### src/rtl/modn_updown_counter.sv
// ---------------------------------------------------------------------------
// modn_updown_counter
// WIDTH-bit modulo-M up/down counter with runtime-programmable modulus.
// A modulus request of 0 selects the full 2^WIDTH range. The block provides
// count enable, direction, a synchronous clamped load, a combinational
// terminal count (tc) for zero-latency cascading, and a registered one-cycle
// wrap pulse.
//
// Optional feature macro: MODN_CNT_SHADOW_EN
//   defined   -> modulus is captured into a shadow register only on a wrap
//                step or a load, so a period in progress finishes at its old
//                length; the shadow resets to DEFAULT_MOD.
//   undefined -> modulus is used directly every cycle (default build).
// ---------------------------------------------------------------------------
module modn_updown_counter #(
  parameter int WIDTH       = 8,
  parameter int DEFAULT_MOD = 12
) (
  input  logic             clk,
  input  logic             reset_n,
  input  logic             en,
  input  logic             up_dn,
  input  logic             load,
  input  logic [WIDTH-1:0] load_val,
  input  logic [WIDTH-1:0] modulus,
  output logic [WIDTH-1:0] count,
  output logic             tc,
  output logic             wrap
);

  // M-1 for a modulus of 0 (full range); WIDTH+1 bits so 2^WIDTH fits.
  localparam logic [WIDTH:0] FULL_MAX = {1'b0, {WIDTH{1'b1}}};
  localparam logic [WIDTH:0] ONE_EXT  = (WIDTH+1)'(1);

  logic [WIDTH-1:0] r_count;
  logic             r_wrap;

  logic [WIDTH-1:0] w_modSrc;
  logic [WIDTH:0]   w_modMax;
  logic [WIDTH:0]   w_loadMax;
  logic [WIDTH:0]   w_countExt;
  logic [WIDTH:0]   w_loadValExt;
  logic [WIDTH-1:0] w_loadClamp;
  logic             w_upWrap;
  logic             w_dnWrap;
  logic             w_tc;
  logic [WIDTH-1:0] w_nextCount;

`ifdef MODN_CNT_SHADOW_EN
  logic [WIDTH-1:0] r_modShadow;

  // Shadow modulus: refreshed only at period boundaries (wrap step) or on load.
  always_ff @(posedge clk or negedge reset_n) begin
    if (!reset_n) begin
      r_modShadow <= WIDTH'(DEFAULT_MOD);
    end else if (load || w_tc) begin
      r_modShadow <= modulus;
    end
  end

  assign w_modSrc = r_modShadow;
`else
  // DEFAULT_MOD only seeds the shadow register; fold it into an unused net so
  // the shadow-less build still consumes the parameter.
  logic w_unusedDefaultMod;
  assign w_unusedDefaultMod = ^(WIDTH'(DEFAULT_MOD));

  assign w_modSrc = modulus;
`endif

  // Upper bound M-1 of the legal range for stepping, and for the load clamp.
  // The load clamp always sees the live modulus input: with the shadow
  // enabled the shadow takes that same value on the load edge.
  always_comb begin
    w_modMax  = (w_modSrc == '0) ? FULL_MAX : ({1'b0, w_modSrc} - ONE_EXT);
    w_loadMax = (modulus  == '0) ? FULL_MAX : ({1'b0, modulus}  - ONE_EXT);
  end

  // Wrap detection; the inequalities also pull an out-of-range count back
  // into range after the modulus is reduced below it.
  always_comb begin
    w_countExt   = {1'b0, r_count};
    w_loadValExt = {1'b0, load_val};
    w_upWrap     = (w_countExt >= w_modMax);
    w_dnWrap     = (r_count == '0) || (w_countExt > w_modMax);
    w_tc         = en && !load && (up_dn ? w_upWrap : w_dnWrap);
    w_loadClamp  = (w_loadValExt > w_loadMax) ? w_loadMax[WIDTH-1:0] : load_val;
  end

  // Next-count selection: load beats enable, enable beats hold.
  always_comb begin
    w_nextCount = r_count;
    if (load) begin
      w_nextCount = w_loadClamp;
    end else if (en) begin
      if (up_dn) begin
        w_nextCount = w_upWrap ? '0 : (r_count + WIDTH'(1));
      end else begin
        w_nextCount = w_dnWrap ? w_modMax[WIDTH-1:0] : (r_count - WIDTH'(1));
      end
    end
  end

  // Count register and the wrap pulse, which is simply tc delayed one edge.
  always_ff @(posedge clk or negedge reset_n) begin
    if (!reset_n) begin
      r_count <= '0;
      r_wrap  <= 1'b0;
    end else begin
      r_count <= w_nextCount;
      r_wrap  <= w_tc;
    end
  end

  assign count = r_count;
  assign tc    = w_tc;
  assign wrap  = r_wrap;

endmodule
### config.mk
export PLATFORM = sky130hd
export DESIGN_NAME = modn_updown_counter
export DESIGN_NICKNAME = d
export VERILOG_FILES = /design/src/rtl/modn_updown_counter.sv
export SDC_FILE = /design/constraint.sdc
export NUM_CORES = 1
export LEC_CHECK = 0
export CORE_AREA = 2 2 58 60
export CTS_BUF_LIST = sky130_fd_sc_hd__clkbuf_8
export DETAILED_ROUTE_END_ITERATION = 10
export DIE_AREA = 0 0 60 62
export PLACE_DENSITY_LB_ADDON = 0.08
export SLEW_MARGIN = 25
export SYNTH_ARGS = -nofsm -noshare
export SYNTH_HDL_FRONTEND = slang
export SYNTH_SLANG_ARGS = --single-unit
### constraint.sdc
create_clock -name clk -period 4.3 [get_ports clk]
set_input_delay 0.645 -clock clk [delete_from_list [all_inputs] [get_ports clk]]
set_output_delay 0.645 -clock clk [all_outputs]
set_load 0.03 [all_outputs]
* Yosys cells after proc, flatten, opt, wreduce, memory -nomap -nowiden *
Cells that the tools add are included.

storage, ports and cells
  bits in registers = 9
  input port bits = 21
  output and inout bits = 10

cells by class
  add/sub/neg operators = 3
  $lt $le $gt $ge = 3
  multiplexer cells = 8
  reductions and logical operators = 7

operators with widths
  operator                                           count
  two-way mux 8 bit                                  6
  > comparator 8 x 9 -> 1 bit                        2
  logical NOT 8 bit                                  2
  >= comparator 8 x 9 -> 1 bit                       1
  two-way mux 9 bit                                  1
  subtractor 8 x 1 -> 9 bit (second input constant)  1
  adder 8 x 1 -> 8 bit (second input constant)       1
  subtractor 8 x 1 -> 8 bit (second input constant)  1
  logical AND 1 bit                                  2
  nonzero test 2 bit                                 1
  logical NOT 1 bit                                  1
  logical OR 1 bit                                   1
  two-way mux 1 bit                                  1

* Logic depth before layout (Yosys ltp) *
  depth in word-level cells = 8
  depth in mapped cells = 16
  mapped depth without buffers = 16

* Worst setup path after synthesis *
Ideal clock, no wire load.

  kind = input -> output
  start point = in modulus[3]
  end point = out tc
  data arrival time = 3.235 ns
  required time = 3.655 ns
  path slack = 0.420 ns
  cell stages on the path = 14
  buffers on the path = 1
  path through = or4_4 > nor2_1 > o21ai_0 > o21ai_0 > inv_1 > ha_1 > and3_1 > o21ai_0 > o21a_1 > and2_1 > a21boi_2 > buf_6 > o22ai_1 > nor2_1

between the ends
  longest elaborated chain between the ends = 6

RTL lines
  what                                                                   RTL line  source
  start, declared                                                        25        input logic [WIDTH-1:0] modulus,
  subtractor 8 x 1 -> 9 bit / logical NOT 8 bit (equally long branches)  75        w_modMax = (w_modSrc == '0) ? FULL_MAX : ({1'b0, w_modSrc} - ONE_EXT);
  two-way mux 9 bit *                                                    75
  > comparator 8 x 9 -> 1 bit                                            85        w_dnWrap = (r_count == '0) || (w_countExt > w_modMax);
  logical OR 1 bit                                                       85
  two-way mux 1 bit *                                                    86        w_tc = en && !load && (up_dn ? w_upWrap : w_dnWrap);
  logical AND 1 bit *                                                    86
  end, declared                                                          27        output logic tc,

Mark *: on every way between the ends. The rest lies on a longest branch, timed or not.

* Worst setup path in the final report *
  start point = in modulus[5]
  end point = out tc

Same word-level chain as after synthesis.

==> reports/summary.md <==
- kind of cell adding the most delay to the critical path: buffers and inverters
- synth top area cells: dfrtp_1, ha_1, nor2_1, mux2i_1, inv_1
- via count of the first global-routing pass: 1683
- total leakage power: 0.000970 uW
- ratio of routed vias to standard cells: 5.97
- Post-synth ARST share: 100%
- CP max-delay cell: or4_4
- number of storage elements in the synthesis netlist: 9
- cell-by-cell listing of the critical path: clkdlybuf4s50_1 > or4_4 > buf_4 > o31ai_2 > o21ai_2 > inv_2 > ha_4 > and3_1 > o21ai_1 > o21a_1 > buf_4 > buf_4 > nand2_1 > o22ai_1 > nor2_1 > buf_4
- net switching power: 289 uW
- compound-gate portion of the synthesized area: 26.1%
- EDFF count, synth: 0
- Clk network pwr share: 14.6%
- fraction of layout instances using a drive strength above 1: 22.5%
- required time at the endpoint of the critical path: 3.65 ns
- top flip-flop cell by instance count after synthesis: dfrtp_1
- Clk Tree Root Cell: clkbuf_8
- fill cell total of the finished layout: 270
- number of buffers between clock root and the deepest sink: 2
- Cell Rows: 21
- WL/cell: 15.8 um
- Setup Crit Path Kind: in2out
- arrival time reported for the critical path endpoint: 3.51 ns
- sequential cell area fraction in the yosys report: 14.0%
- max-cap check violation count: 0
- initial DRC count: 144
- top cell type's share of synthesized area: 14.0%
- deepest level of the CTS H-tree: 1
- worst min-delay path class: reg2reg
- Tot GR Track Use: 26.8%
- number of diodes added for antenna fixing: 0
- first-pass GRT wire length: 7510 um
- Remaining DRCs: 0
- Total Die Area: 3720 sq um
- Port Buffer Count: 30
- Max-slew headroom: 68.4%
- clock transition at the registers of the reported paths: 0.05 ns
- launching element type of the critical path: primary input
- insertion delay to the later sink of the worst-skew pair: 0.23 ns
- final setup violation count: 0
- total grt overflow: 0
- multiplexer area fraction after synthesis: 7.44%
- pwr dens: 294 nW/um^2
- sequential group share of total power: 21.9%
- leading post-synthesis cells by instance count: nor2_1, ha_1, inv_1, nand2_1, o21ai_0
- cell with the most instances after synthesis: nor2_1
- pin count of the biggest net entering global routing: 12
- Final Wtd Congestion: 0.892
- antenna violations before repair: 0
- floorplan die width: 60 um
- Hold Vio Cnt, Final: 0
- relative area change from synthesis to final layout: 38.8%
- Total Wirelength: 4870 um
- total of warnings raised by yosys: 0
- area of the core region: 3180 sq um
- share of total power consumed by net switching: 43.8%
- number of buffers inserted during clock tree synthesis: 3
- I/O pins: 31
- initial core utilization: 50.8%
- dominant combinational cell family by area after synthesis: simple AND/OR/NAND/NOR gates
- part of the power in combinational logic: 63.6%
- post-layout util: 70.5%
- mean cell area of the mapped netlist: 7.72 sq um
- Final period util: 96.6%
- clock tree from TritonCTS: yes
- shortest clock period the worst path allows after layout: 4.15 ns
- detailed-router iteration count before antenna repair: 5
- layout net count: 302
- critical path capture point type: primary output
- synthesized instance count: 209
- Die H: 62 um
- outcome: complete, no violations
- post-synth cell types: 55
- summed negative setup slack over all endpoints: 0 ns
- Buffers & Inverters on Critical Path: 6
- cell seen most often among critical-path stages: buf_4
- number of standard cells in the layout, taps in and fillers out: 308
- Max Freq: 241 MHz
- highest fanout seen on the critical path: 3
- cts hold-fix bufs: 0
- IR Drop Worst-Case VDD: 0.128 mV
- post-synthesis simple-gate area fraction: 26.7%
- nets in the synthesized netlist: 248
- clk sink count: 9
- share of synthesized cell area in full adder, half adder and majority cells: 14.0%
- post-synthesis cell type with the largest combined area: dfrtp_1
- Post-DP HPWL: 3930 um
- ANT nets after route: 0
- netlist area before placement: 1610 sq um
- transition time at the pin with the least slew margin: 0.472 ns
- critical path's largest stage delay: 0.56 ns
- Inst Count DP: 302
- final setup skew: 0.00226 ns
- synthesized-area fraction occupied by xor and xnor cells: 5.89%
- via count: 1839
- internal power summed over all cells: 370 uW
- max-slew violation count: 0
## placed cells by master, fill, tap and decap left out, types with 2 or more instances in the layout
master,instances
nand4_1,6
ha_1,16
o21a_1,3
a221oi_1,2
nor3_1,8
o31ai_1,2
o21ai_1,6
nand3_1,5
nor2b_1,3
buf_4,27
a21oi_1,3
mux2_2,2
and2_1,4
clkbuf_8,3
a211oi_1,3
a222oi_1,2
a32o_1,2
nand2_2,3
mux2_1,2
or3_1,3
inv_1,16
nand2_1,14
and3_1,5
dfrtp_1,9
o22ai_1,2
nor2_4,2
o21ai_0,7
or2_2,3
nor2_1,18
clkdlybuf4s50_1,29
o211ai_1,6
xor2_1,3
o21ai_2,2
xnor2_1,6
mux2i_1,6
o32ai_1,2
## worst min-delay path, delay by kind of cell, from the launching register on
family	cells	cell delay (ns)
AO/OA/AOI/OAI	2	0.18
flip-flops	1	0.49
## metrics by stage
step / instance area (sq um) / setup WS (ns) / hold slack, ns / power [uW]
floorplan: 1610 / 0.420 / 0.349 / 393
global route: 2240 / -0.0296 / 0.752 / 704
CTS: 2160 / 0.0124 / 0.702 / 636
finish: 2240 / 0.147 / 0.714 / 659
global placement: 2110 / 0.0104 / 0.692 / 524
detailed placement: 2110 / -0.178 / 0.696 / 537
## flip-flops by register name, indices dropped and copies added (netlist names)
signal	flops
wrap	1
count	8
## layer usage
layer,GRT usage [%],share of wire [%]
met5,0,0
met4,8.57,2.1
met1,32.2,40
met2,50.8,53
met3,1.66,5.1
## cells by family after synthesis
family / Yosys count
adders and majority gates: 18
AOI/OAI and AO/OA: 55
muxes: 11
buffers and inverters: 23
xor gates and xnor gates: 10
and+or+nand+nor: 83
DFF: 9
## cell type report
cell class / count / area [sq um] / area share, %
flip-flops and latches: 9 / 225 / 10.1
multi-input cells: 177 / 1360 / 60.7
repair buffers: 56 / 493 / 22.0
clock buffers: 3 / 41.3 / 1.84
clock inverters: 1 / 3.75 / 0.168
well taps: 46 / 57.6 / 2.57
inverters: 16 / 60.1 / 2.68
## power by group through the flow
stage	Combinational (uW)	Clock, uW	Sequential [uW]
after floorplan	236	0	157
after global placement	383	0	141
after detailed placement	394	0	143
after CTS	397	97.2	142
after global routing	453	102	149
final	419	96.0	144
## worst paths after layout
check / slack, ns / endpoint / depth (start not counted) / startpoint
max in group asynchronous: 3.28 / count[7] / 1 / reset_n
setup / recovery: 0.15 / tc / 16 / modulus[5]
hold / removal: 0.71 / count[4] / 2 / count[4]
hold reg to reg: 0.71 / count[4] / 2 / count[4]
setup reg to reg: 1.64 / count[5] / 10 / count[1]
min in group asynchronous: 0.72 / count[2] / 1 / reset_n
## what timing repair did
action                                  in CTS  in global routing
setup buffers                                0                  2
pin swaps                                    0                  5
endpoints found under the setup margin       1                  5
gates resized for setup                      1                 19
No activity file was read; power rests on OpenSTA's default activity.
